### config.mk
export PLATFORM = sky130hd
export DESIGN_NAME = q_argmax_pipe
export DESIGN_NICKNAME = d
export VERILOG_FILES = /design/src/rtl/q_cmp_pkg.sv /design/src/rtl/q_cmp_node.sv /design/src/rtl/q_argmax_pipe.sv
export SDC_FILE = /design/constraint.sdc
export NUM_CORES = 1
export LEC_CHECK = 0
export BUFFER_PORTS_ARGS = -buffer_cell sky130_fd_sc_hd__buf_2
export CAP_MARGIN = 5
export CORE_ASPECT_RATIO = 0.9
export CORE_UTILIZATION = 59
export DETAILED_ROUTE_END_ITERATION = 8
export PLACE_DENSITY = 0.87
export SLEW_MARGIN = 20
export SYNTH_ARGS = -nofsm -noshare
export SYNTH_HDL_FRONTEND = slang
export SYNTH_SLANG_ARGS = --single-unit
export TNS_END_PERCENT = 10
### constraint.sdc
create_clock -name clk -period 18.3 [get_ports clk]
set_input_delay 3.66 -clock clk [delete_from_list [all_inputs] [get_ports clk]]
set_output_delay 3.66 -clock clk [all_outputs]
set_load 0.02 [all_outputs]
### src/rtl/q_cmp_pkg.sv
// Shared types and elaboration helpers for the masked max/argmax comparator tree.
// Node values are carried sign- or zero-extended to Q_MAX_W so one compare serves both modes.
package q_cmp_pkg;

    localparam int Q_MAX_W   = 64;
    localparam int IDX_MAX_W = 16;

    typedef struct packed {
        logic [Q_MAX_W-1:0]   value;
        logic [IDX_MAX_W-1:0] idx;
        logic                 elig;
    } node_t;

    function automatic logic q_ge(input logic [Q_MAX_W-1:0] a,
                                  input logic [Q_MAX_W-1:0] b,
                                  input logic               signed_mode);
        if (signed_mode) return $signed(a) >= $signed(b);
        return a >= b;
    endfunction

    function automatic int tree_levels(input int n_act);
        return (n_act <= 1) ? 0 : $clog2(n_act);
    endfunction

    function automatic int stage_count(input int levels, input int lvl_per_stg);
        return (levels == 0) ? 1 : (levels + lvl_per_stg - 1) / lvl_per_stg;
    endfunction

    // Number of nodes alive after k halving levels.
    function automatic int level_width(input int n_act, input int k);
        return (n_act + (1 << k) - 1) >> k;
    endfunction

    // Level 0 is the leaf row; it only gets a register when there is no tree at all.
    function automatic bit reg_after(input int k, input int levels, input int lvl_per_stg);
        if (levels == 0) return k == 0;
        return (k > 0) && ((k % lvl_per_stg == 0) || (k == levels));
    endfunction

endpackage

### src/rtl/q_cmp_node.sv
// Combinational two-input max node; a is the lower-index side and wins ties.
module q_cmp_node
    import q_cmp_pkg::*;
#(
    parameter bit SIGNED = 1'b0
) (
    input  node_t a,
    input  node_t b,
    output node_t y
);

    always_comb begin
        // NOTE: y gets a full default first so no path leaves it unassigned and no latch is inferred.
        y = a;
        if (a.elig && b.elig) begin
            if (!q_ge(a.value, b.value, SIGNED)) y = b;
        end else if (b.elig) begin
            y = b;
        end else if (!a.elig) begin
            y.value = '0;
        end
    end

endmodule

### src/rtl/q_argmax_pipe.sv
// Pipelined max/argmax over N_ACT masked Q-values behind a valid/ready stream.
// The comparator tree is cut by a register every LVL_PER_STG levels and after the last level.
module q_argmax_pipe
    import q_cmp_pkg::*;
#(
    parameter  int Q_W         = 16,
    parameter  int N_ACT       = 15,
    parameter  bit SIGNED      = 1'b0,
    parameter  int LVL_PER_STG = 1,
    localparam int IDX_W       = (N_ACT > 1) ? $clog2(N_ACT) : 1
) (
    input  logic                 clk,
    input  logic                 rst,
    input  logic                 in_valid,
    output logic                 in_ready,
    input  logic [N_ACT*Q_W-1:0] q_vals,
    input  logic [N_ACT-1:0]     act_mask,
    output logic                 out_valid,
    input  logic                 out_ready,
    output logic [Q_W-1:0]       max_q,
    output logic [IDX_W-1:0]     max_idx,
    output logic                 all_masked
);

    localparam int LEVELS = tree_levels(N_ACT);

    logic  adv;
    node_t fin;
    logic  unused_fin;

    // A single advance strobe: every stage shifts together or holds together.
    assign adv      = !out_valid || out_ready;
    assign in_ready = adv;

    function automatic node_t make_leaf(input logic [Q_W-1:0] q, input logic elig, input int idx);
        make_leaf      = '0;
        make_leaf.elig = elig;
        make_leaf.idx  = IDX_MAX_W'(idx);
        if (elig) begin
            if (SIGNED) make_leaf.value = Q_MAX_W'($signed(q));
            else        make_leaf.value = Q_MAX_W'(q);
        end
    endfunction

    for (genvar k = 0; k <= LEVELS; k++) begin : g_lvl
        localparam int W = level_width(N_ACT, k);
        node_t c_n [W];
        node_t r_n [W];
        logic  c_v;
        logic  r_v;

        if (k == 0) begin : g_leaf
            assign c_v = in_valid;
            for (genvar i = 0; i < W; i++) begin : g_in
                assign c_n[i] = make_leaf(q_vals[i*Q_W +: Q_W], act_mask[i], i);
            end
        end else begin : g_tree
            localparam int WP = level_width(N_ACT, k - 1);
            assign c_v = g_lvl[k-1].r_v;
            for (genvar j = 0; j < W; j++) begin : g_pair
                if (2*j + 1 < WP) begin : g_node
                    q_cmp_node #(.SIGNED(SIGNED)) u_node (
                        .a(g_lvl[k-1].r_n[2*j]),
                        .b(g_lvl[k-1].r_n[2*j+1]),
                        .y(c_n[j])
                    );
                end else begin : g_pass
                    assign c_n[j] = g_lvl[k-1].r_n[2*j];
                end
            end
        end

        if (reg_after(k, LEVELS, LVL_PER_STG)) begin : g_reg
            always_ff @(posedge clk or posedge rst) begin
                if (rst) begin
                    r_v <= 1'b0;
                    // NOTE: data flops are reset too so max_q/max_idx read 0 straight out of reset.
                    r_n <= '{default: '0};
                end else if (adv) begin
                    // NOTE: non-blocking so each stage captures its upstream's pre-edge value.
                    r_v <= c_v;
                    if (c_v) r_n <= c_n;
                end
            end
        end else begin : g_comb
            assign r_v = c_v;
            assign r_n = c_n;
        end
    end

    assign fin        = g_lvl[LEVELS].r_n[0];
    assign out_valid  = g_lvl[LEVELS].r_v;
    assign max_q      = fin.value[Q_W-1:0];
    assign max_idx    = fin.idx[IDX_W-1:0];
    assign all_masked = out_valid && !fin.elig;
    assign unused_fin = ^fin;

endmodule
==> impl_metrics.env, run 1 <==
export IMPL_fp_dieArea_um2=39900
export IMPL_cts_resized=0
export IMPL_numCtsBuffers=34
export IMPL_crit_required_ns=14.64
export IMPL_firstDrtPassIters=7
export IMPL_fillCellCount=3133
export IMPL_vias_per_cell=6.60
export IMPL_yosys_cell_types_count=46
export IMPL_routed_wl_mm=66.5
export IMPL_switching_share_pct=45.6
export IMPL_drv_cap=0
export IMPL_clk_pin_slew_ns=0.05
export IMPL_grt_pass1_wl_mm=108
export IMPL_worst_slew_pin_slew_ns=1.18
export IMPL_vias=22500
export IMPL_ant_nets=0
export IMPL_p_per_area_nw_per_um2=151
export IMPL_vdd_drop_max_mv=0.0789
export IMPL_finalSetupViolCount=0
export IMPL_synth_ff_type="dfrtp_1"
export IMPL_final_common_cell="o21ai_0"
export IMPL_rsz0062_at_grt="false"
export IMPL_async_flop_share_pct=100
export IMPL_dp_hpwl_mm=47.5
export IMPL_rows=68
export IMPL_tns_ns=0
export IMPL_pre_cts_ws_ns=10.27
export IMPL_syn_area_um2=23100
export IMPL_start_util_pct=60.0
export IMPL_drc_errors=0
export IMPL_postCtsSetupBuffers=0
export IMPL_die_height_um=190
export IMPL_port_buffers=281
export IMPL_hold_buffers=0
export IMPL_intPower_mw=2.07
export IMPL_syn_avg_cell_area_um2=8.35
export IMPL_synth_seq_cells=289
export IMPL_io_pins=282
export IMPL_syn_to_final_growth_pct=9.37
export IMPL_antenna_found_initial=2
export IMPL_pwr_share_comb_pct=48.9
export IMPL_seq_area_um2=7230
export IMPL_finalCritPeriodShare_pct=43.9
export IMPL_clock_skew_ns=0.0212
export IMPL_fmax_mhz=124
export IMPL_slew_headroom_pct=21.3
export IMPL_finalCriticalPeriod_ns=8.04
export IMPL_critPathCaptureType="primary output"
export IMPL_cts_root_buffer="clkbuf_16"
export IMPL_grt_max_degree=140
export IMPL_clock_sinks=289
export IMPL_crit_path_max_fanout=13
export IMPL_critPathArrivalTime_ns=4.38
export IMPL_place_congestion=0.931
export IMPL_seq_power_share_pct=34.4
export IMPL_power_leakage_nw=11.7
export IMPL_syn_nets=3244
export IMPL_final_hold_violation_count=0
export IMPL_power_switching_mw=1.74
export IMPL_syn_instance_count=2761
export IMPL_min_path_type="reg -> reg"
export IMPL_cts_htree_levels=2
export IMPL_core_area_um2=38500
export IMPL_yosysWarnings=0
export IMPL_drv_slew=0
export IMPL_synth_edf_count=0
export IMPL_status="completed"
export IMPL_track_usage_pct=32.7
export IMPL_finalInstanceArea_um2=25200
export IMPL_clk_latency_ns=0.52
export IMPL_overflow=0
export IMPL_die_w_um=210
export IMPL_dpl_cell_area_um2=24100
export IMPL_dr_first_iter_drc_count=2329
export IMPL_clock_power_share_pct=16.7
export IMPL_drive_gt1_share_pct=12.7
export IMPL_synth_seq_area_share_pct=31.4
export IMPL_nets=3353
export IMPL_startpoint_type="input pin"
export IMPL_criticalPathCategory="in -> out"
export IMPL_multi_input_area_um2=14300
export IMPL_setup_ws_ns=10.26
export IMPL_hold_ws_ns=0.469
export IMPL_layout_common_cells="o21ai_0, a21oi_1, dfrtp_1, buf_2, nand2_1"
export IMPL_grt_pass1_vias=21400
export IMPL_cts_tree="yes"
export IMPL_total_power_mw=3.81
export IMPL_wl_per_cell_um=19.5
export IMPL_clockBufferDepth=3
through the flow:
step	utilization, %	std cells
after floorplan	-	2761
after global placement	62.7	3359
after detailed placement	62.7	3359
after CTS	65.3	3411
after global routing	65.6	3412
final	65.6	3412
cell families after synthesis:
family	count (synthesis)	share of synthesized area [%]
fa+ha+maj	224	12.2
compound gates	980	25.1
mux	235	10.2
buf+inv	354	7.03
flops	289	31.4
simple gates	679	14.1
sequential cells by signal, indices dropped and copies added, names as in the netlist:
| name | flops |
|---|---|
| fin | 1 |
| g_lvl.r_n | 264 |
| max_idx | 4 |
| max_q | 16 |
| out_valid | 1 |
| g_lvl.r_v | 3 |
critical path, cell delays in order:
cell and delay [ns]:
buf_2 0.07, nand2b_1 0.39, buf_2 0.26
routing by layer:
layer	share of wire (%)	wire, µm	global-route usage, %	vias to the layer above
met5	0.015	10	0	-
met4	3.1	2070	11.6	2
met3	9.3	6200	5.28	168
met2	45	30100	50.7	1114
met1	42	28200	46.2	10900
li1	-	-	-	10400
synth_stat cells (2+ instances only):
| cell | count | area share (%) |
|---|---|---|
| o21a_1 | 2 | 0.065 |
| a31oi_1 | 2 | 0.054 |
| and4_1 | 22 | 0.84 |
| buf_12 | 2 | 0.17 |
| dfrtp_1 | 289 | 31 |
| clkbuf_1 | 160 | 2.6 |
| o211ai_1 | 6 | 0.20 |
| buf_2 | 6 | 0.13 |
| nor2_1 | 144 | 2.3 |
| or4_1 | 10 | 0.33 |
| nor2b_1 | 13 | 0.35 |
| mux2i_1 | 235 | 10 |
| buf_1 | 11 | 0.18 |
| o21ai_1 | 6 | 0.13 |
| o21ai_0 | 310 | 6.7 |
| nand3_1 | 30 | 0.65 |
| a221oi_1 | 118 | 4.5 |
| buf_8 | 5 | 0.33 |
| inv_1 | 132 | 2.1 |
| a21oi_1 | 303 | 6.6 |
| and3_1 | 8 | 0.22 |
| nand2_1 | 268 | 4.4 |
| o22ai_1 | 184 | 5.0 |
| a21o_1 | 15 | 0.49 |
| buf_4 | 24 | 0.78 |
| nand2b_1 | 15 | 0.41 |
| a211oi_1 | 8 | 0.26 |
| buf_6 | 14 | 0.68 |
| nand4_1 | 17 | 0.46 |
| o211ai_2 | 6 | 0.33 |
| a211o_1 | 2 | 0.076 |
| nand3b_1 | 11 | 0.36 |
| and2_1 | 124 | 3.4 |
| nor3_1 | 13 | 0.28 |
| ha_1 | 224 | 12 |
| a2111oi_0 | 12 | 0.46 |
power groups by stage:
stage | Combinational [mW] | Sequential, mW | Clock, mW
global placement | 1.71 | 1.27 | 0
detailed placement | 1.82 | 1.30 | 0
floorplan | 1.56 | 1.11 | 0
finish | 1.87 | 1.31 | 0.635
global route | 2.08 | 1.34 | 0.664
CTS | 1.83 | 1.29 | 0.638
final timing paths:
| path | start | to | slack (ns) | depth (start not counted) |
|---|---|---|---|---|
| setup / recovery | out_ready | in_ready | 10.26 | 3 |
| hold / removal | fin[0] | fin[0] | 0.47 | 2 |
| setup reg to reg | out_valid | g_lvl[1].r_n[341] | 15.38 | 6 |
| hold reg to reg | fin[0] | fin[0] | 0.47 | 2 |
| max in group asynchronous | rst | g_lvl[1].r_n[23] | 13.38 | 3 |
| min in group asynchronous | rst | g_lvl[1].r_n[184] | 3.34 | 2 |
final cells by class:
cell class                      instances  share of cell area (%)
Timing Repair Buffer                  295                    6.02
Inverter                              132                    1.99
Multi-Input combinational cell       2118                    56.7
Clock buffer                           48                    3.87
Sequential cell                       289                    28.7
Clock inverter                          4                   0.109
Antenna cell                            1                 0.00992
Tap cell                              525                    2.60
(Power assumes the default switching activity.)
==> inputs of run 2 (changes only) <==
ABC_AREA = 1   (was default)
CORE_UTILIZATION = 55   (was 59)
PLACE_DENSITY = 0.85   (was 0.87)
clock period = 6.5 ns   (was 18.3 ns; I/O delays follow)
==> run 2 against run 1 <==
  * Synthesized cell count grew 38%
  * Clock-buffer cell count grew 3
  * Combinational power grew to 3.1 times the previous value
  * Area after synthesis grew 8.0%
  * Clock skew shrank 0.0043 ns
  * First-iteration DRC count grew 3.3%
  * Sequential share of layout area shrank 2.1 points
  * Via count grew 13%
  * Critical path type unchanged
  * Largest cell class unchanged
  * Largest power group unchanged
==> impl_metrics.env, run 2 <==
export IMPL_hold_buffers=0
export IMPL_cts_root_buffer="clkbuf_16"
export IMPL_pre_cts_ws_ns=2.89
export IMPL_status="completed"
export IMPL_antenna_diode_count=0
export IMPL_largest_reg_flops=264
export IMPL_ant_nets=0
export IMPL_worst_slew_pin_slew_ns=0.972
export IMPL_clockBufferDepth=3
export IMPL_clk_pin_slew_ns=0.06
export IMPL_power_leakage_nw=14.7
export IMPL_async_flop_share_pct=100
export IMPL_drive_gt1_share_pct=10.7
export IMPL_firstDrtPassIters=6
export IMPL_hold_ws_ns=0.465
export IMPL_total_power_mw=11.4
export IMPL_fp_dieArea_um2=46100
export IMPL_numCtsBuffers=34
export IMPL_final_hold_violation_count=0
export IMPL_overflow=0
export IMPL_finalCriticalPeriod_ns=3.25
export IMPL_final_common_cell="nand2_1"
export IMPL_setup_ws_ns=3.25
export IMPL_synth_most_common_cell="nand2_1"
export IMPL_slew_headroom_pct=35.1
export IMPL_dp_hpwl_mm=48.1
export IMPL_fin_util_pct=61.2
export IMPL_min_path_type="reg -> reg"
export IMPL_p_per_area_nw_per_um2=419
export IMPL_grt_max_degree=148
export IMPL_fmax_mhz=307
export IMPL_yosys_top_cells_area="dfrtp_1, nand2_1, ha_1"
export IMPL_crit_path_end="in_ready"
export IMPL_rsz0062_at_grt="false"
export IMPL_grt_pass1_wl_mm=111
export IMPL_syn_avg_cell_area_um2=6.54
export IMPL_synth_edf_count=0
export IMPL_fillCellCount=4166
export IMPL_yosys_area_top_type="dfrtp_1"
export IMPL_die_w_um=226
export IMPL_path_cells="buf_2, nor2_4, inv_2, buf_2"
export IMPL_nets=4401
export IMPL_layout_common_cells="nand2_1, a21oi_1, nand3_1, nor2_1, inv_1"
export IMPL_antenna_found_initial=0
export IMPL_synth_common_cells="nand2_1, a21oi_1, nand3_1"
export IMPL_drc_errors=0
export IMPL_critPathArrivalTime_ns=1.95
export IMPL_rows=73
export IMPL_core_area_um2=44400
export IMPL_crit_top_cell="buf_2"
export IMPL_die_height_um=204
export IMPL_worst_r2r_cell_count=12
export IMPL_vias_per_cell=5.58
export IMPL_startpoint_type="input pin"
export IMPL_grtUsageMet3_pct=3.92
export IMPL_grt_util_met2_pct=45.3
export IMPL_vias=25400
export IMPL_largest_register="g_lvl.r_n"
export IMPL_syn_to_final_growth_pct=9.13
export IMPL_drv_cap=0
export IMPL_io_pins=282
export IMPL_cp_slowest_cell="nor2_4"
export IMPL_syn_area_um2=24900
export IMPL_crit_path_max_fanout=6
export IMPL_synth_ff_type="dfrtp_1"
export IMPL_dr_first_iter_drc_count=2406
export IMPL_finalCritPeriodShare_pct=50.1
export IMPL_drv_slew=0
export IMPL_grt_util_met1_pct=41.2
export IMPL_rrSetupSlack_ns=3.61
export IMPL_finalSetupViolCount=0
export IMPL_vdd_drop_max_mv=0.232
export IMPL_wl_per_cell_um=14.7
export IMPL_clk_latency_ns=0.53
export IMPL_yosysWarnings=0
export IMPL_cts_htree_levels=2
export IMPL_synth_seq_cells=289
export IMPL_r2r_start="g_lvl[3].r_n[22]"
export IMPL_track_usage_pct=28.8
export IMPL_crit_path_max_incr_delay_ns=0.23
export IMPL_syn_instance_count=3807
export IMPL_synth_top_area_share_pct=29.0
export IMPL_synth_seq_area_share_pct=29.0
export IMPL_start_util_pct=56.1
export IMPL_cts_resized=0
export IMPL_place_congestion=0.927
export IMPL_tns_ns=0
export IMPL_yosys_cell_types_count=35
export IMPL_busiest_layer="met2"
export IMPL_cts_tree="yes"
export IMPL_port_buffers=281
export IMPL_routed_wl_mm=67.0
export IMPL_clock_skew_ns=0.0169
export IMPL_grt_pass1_vias=23000
export IMPL_rr_endpoint="max_q[8]"
export IMPL_postCtsSetupBuffers=0
export IMPL_cp_startpoint="out_ready"
export IMPL_clock_sinks=289
export IMPL_criticalPathCategory="in -> out"
export IMPL_syn_nets=4290
export IMPL_crit_required_ns=5.20
export IMPL_critPathCaptureType="primary output"
==> run 2: cell types whose count changed in the layout (fill, tap and decap cells not counted), sizes merged, moves of 235 or more <==
cell,previous run,this run
a21oi,303,538
inv,133,457
mux2i,235,0
nand2,268,904
nand3,30,492
nor2,144,472
==> run 2: layer usage <==
| layer | wire (µm) | part of all wire (%) |
|---|---|---|
| met1 | 30500 | 46 |
| met2 | 30000 | 45 |
| met5 | 0 | 0 |
| met4 | 1760 | 2.6 |
| met3 | 4730 | 7.1 |
==> run 2: worst max-delay path, delay by kind of cell <==
kind,cells,cell delay (ns)
buffers and inverters,3,0.42
AND/OR/NAND/NOR,1,0.23
==> run 2: cell type report <==
type	instances	area [µm²]	area share [%]
clock inverters	9	120	0.442
well taps	600	751	2.76
clock buffers	51	1070	3.93
inverters	462	1740	6.40
repair buffers	292	1500	5.52
flip-flops and latches	289	7230	26.6
multi-input cells	2839	14800	54.3
==> run 2: through the flow <==
stage,area (µm²),std cells
2_1_floorplan,24900,3807
3_3_place_gp,26000,4482
3_5_place_dp,26000,4482
4_1_cts,27200,4542
5_1_grt,27200,4542
6_report,27200,4542
==> run 2: worst min-delay path by stage <==
| stage | from | end | slack (ns) | depth (start not counted) |
|---|---|---|---|---|
| global placement | g_lvl[1].r_n[326] | g_lvl[1].r_n[326] | 0.45 | 2 |
| finish | g_lvl[1].r_n[326] | g_lvl[1].r_n[326] | 0.47 | 2 |
| global route | g_lvl[1].r_n[326] | g_lvl[1].r_n[326] | 0.51 | 2 |
| detailed placement | g_lvl[1].r_n[326] | g_lvl[1].r_n[326] | 0.45 | 2 |
| floorplan | g_lvl[1].r_n[326] | g_lvl[1].r_n[326] | 0.42 | 2 |
| CTS | g_lvl[1].r_n[326] | g_lvl[1].r_n[326] | 0.47 | 2 |
==> run 2: report_power, final <==
group          leakage (nW)  total (mW)  internal [mW]  switching (mW)
clock network         0.592        2.03           1.25           0.779
logic                  10.8        5.86           2.10            3.76
registers              3.31        3.50           2.53           0.970
total                  14.7        11.4           5.89            5.51
==> run 2: logic make-up after synthesis <==
kind of cell | synth area share [%]
AND/OR/NAND/NOR | 32.6
AO/OA/AOI/OAI | 15.4
buffers and inverters | 11.7
flip-flops | 29.0
adder cells (fa/ha/maj) | 11.3
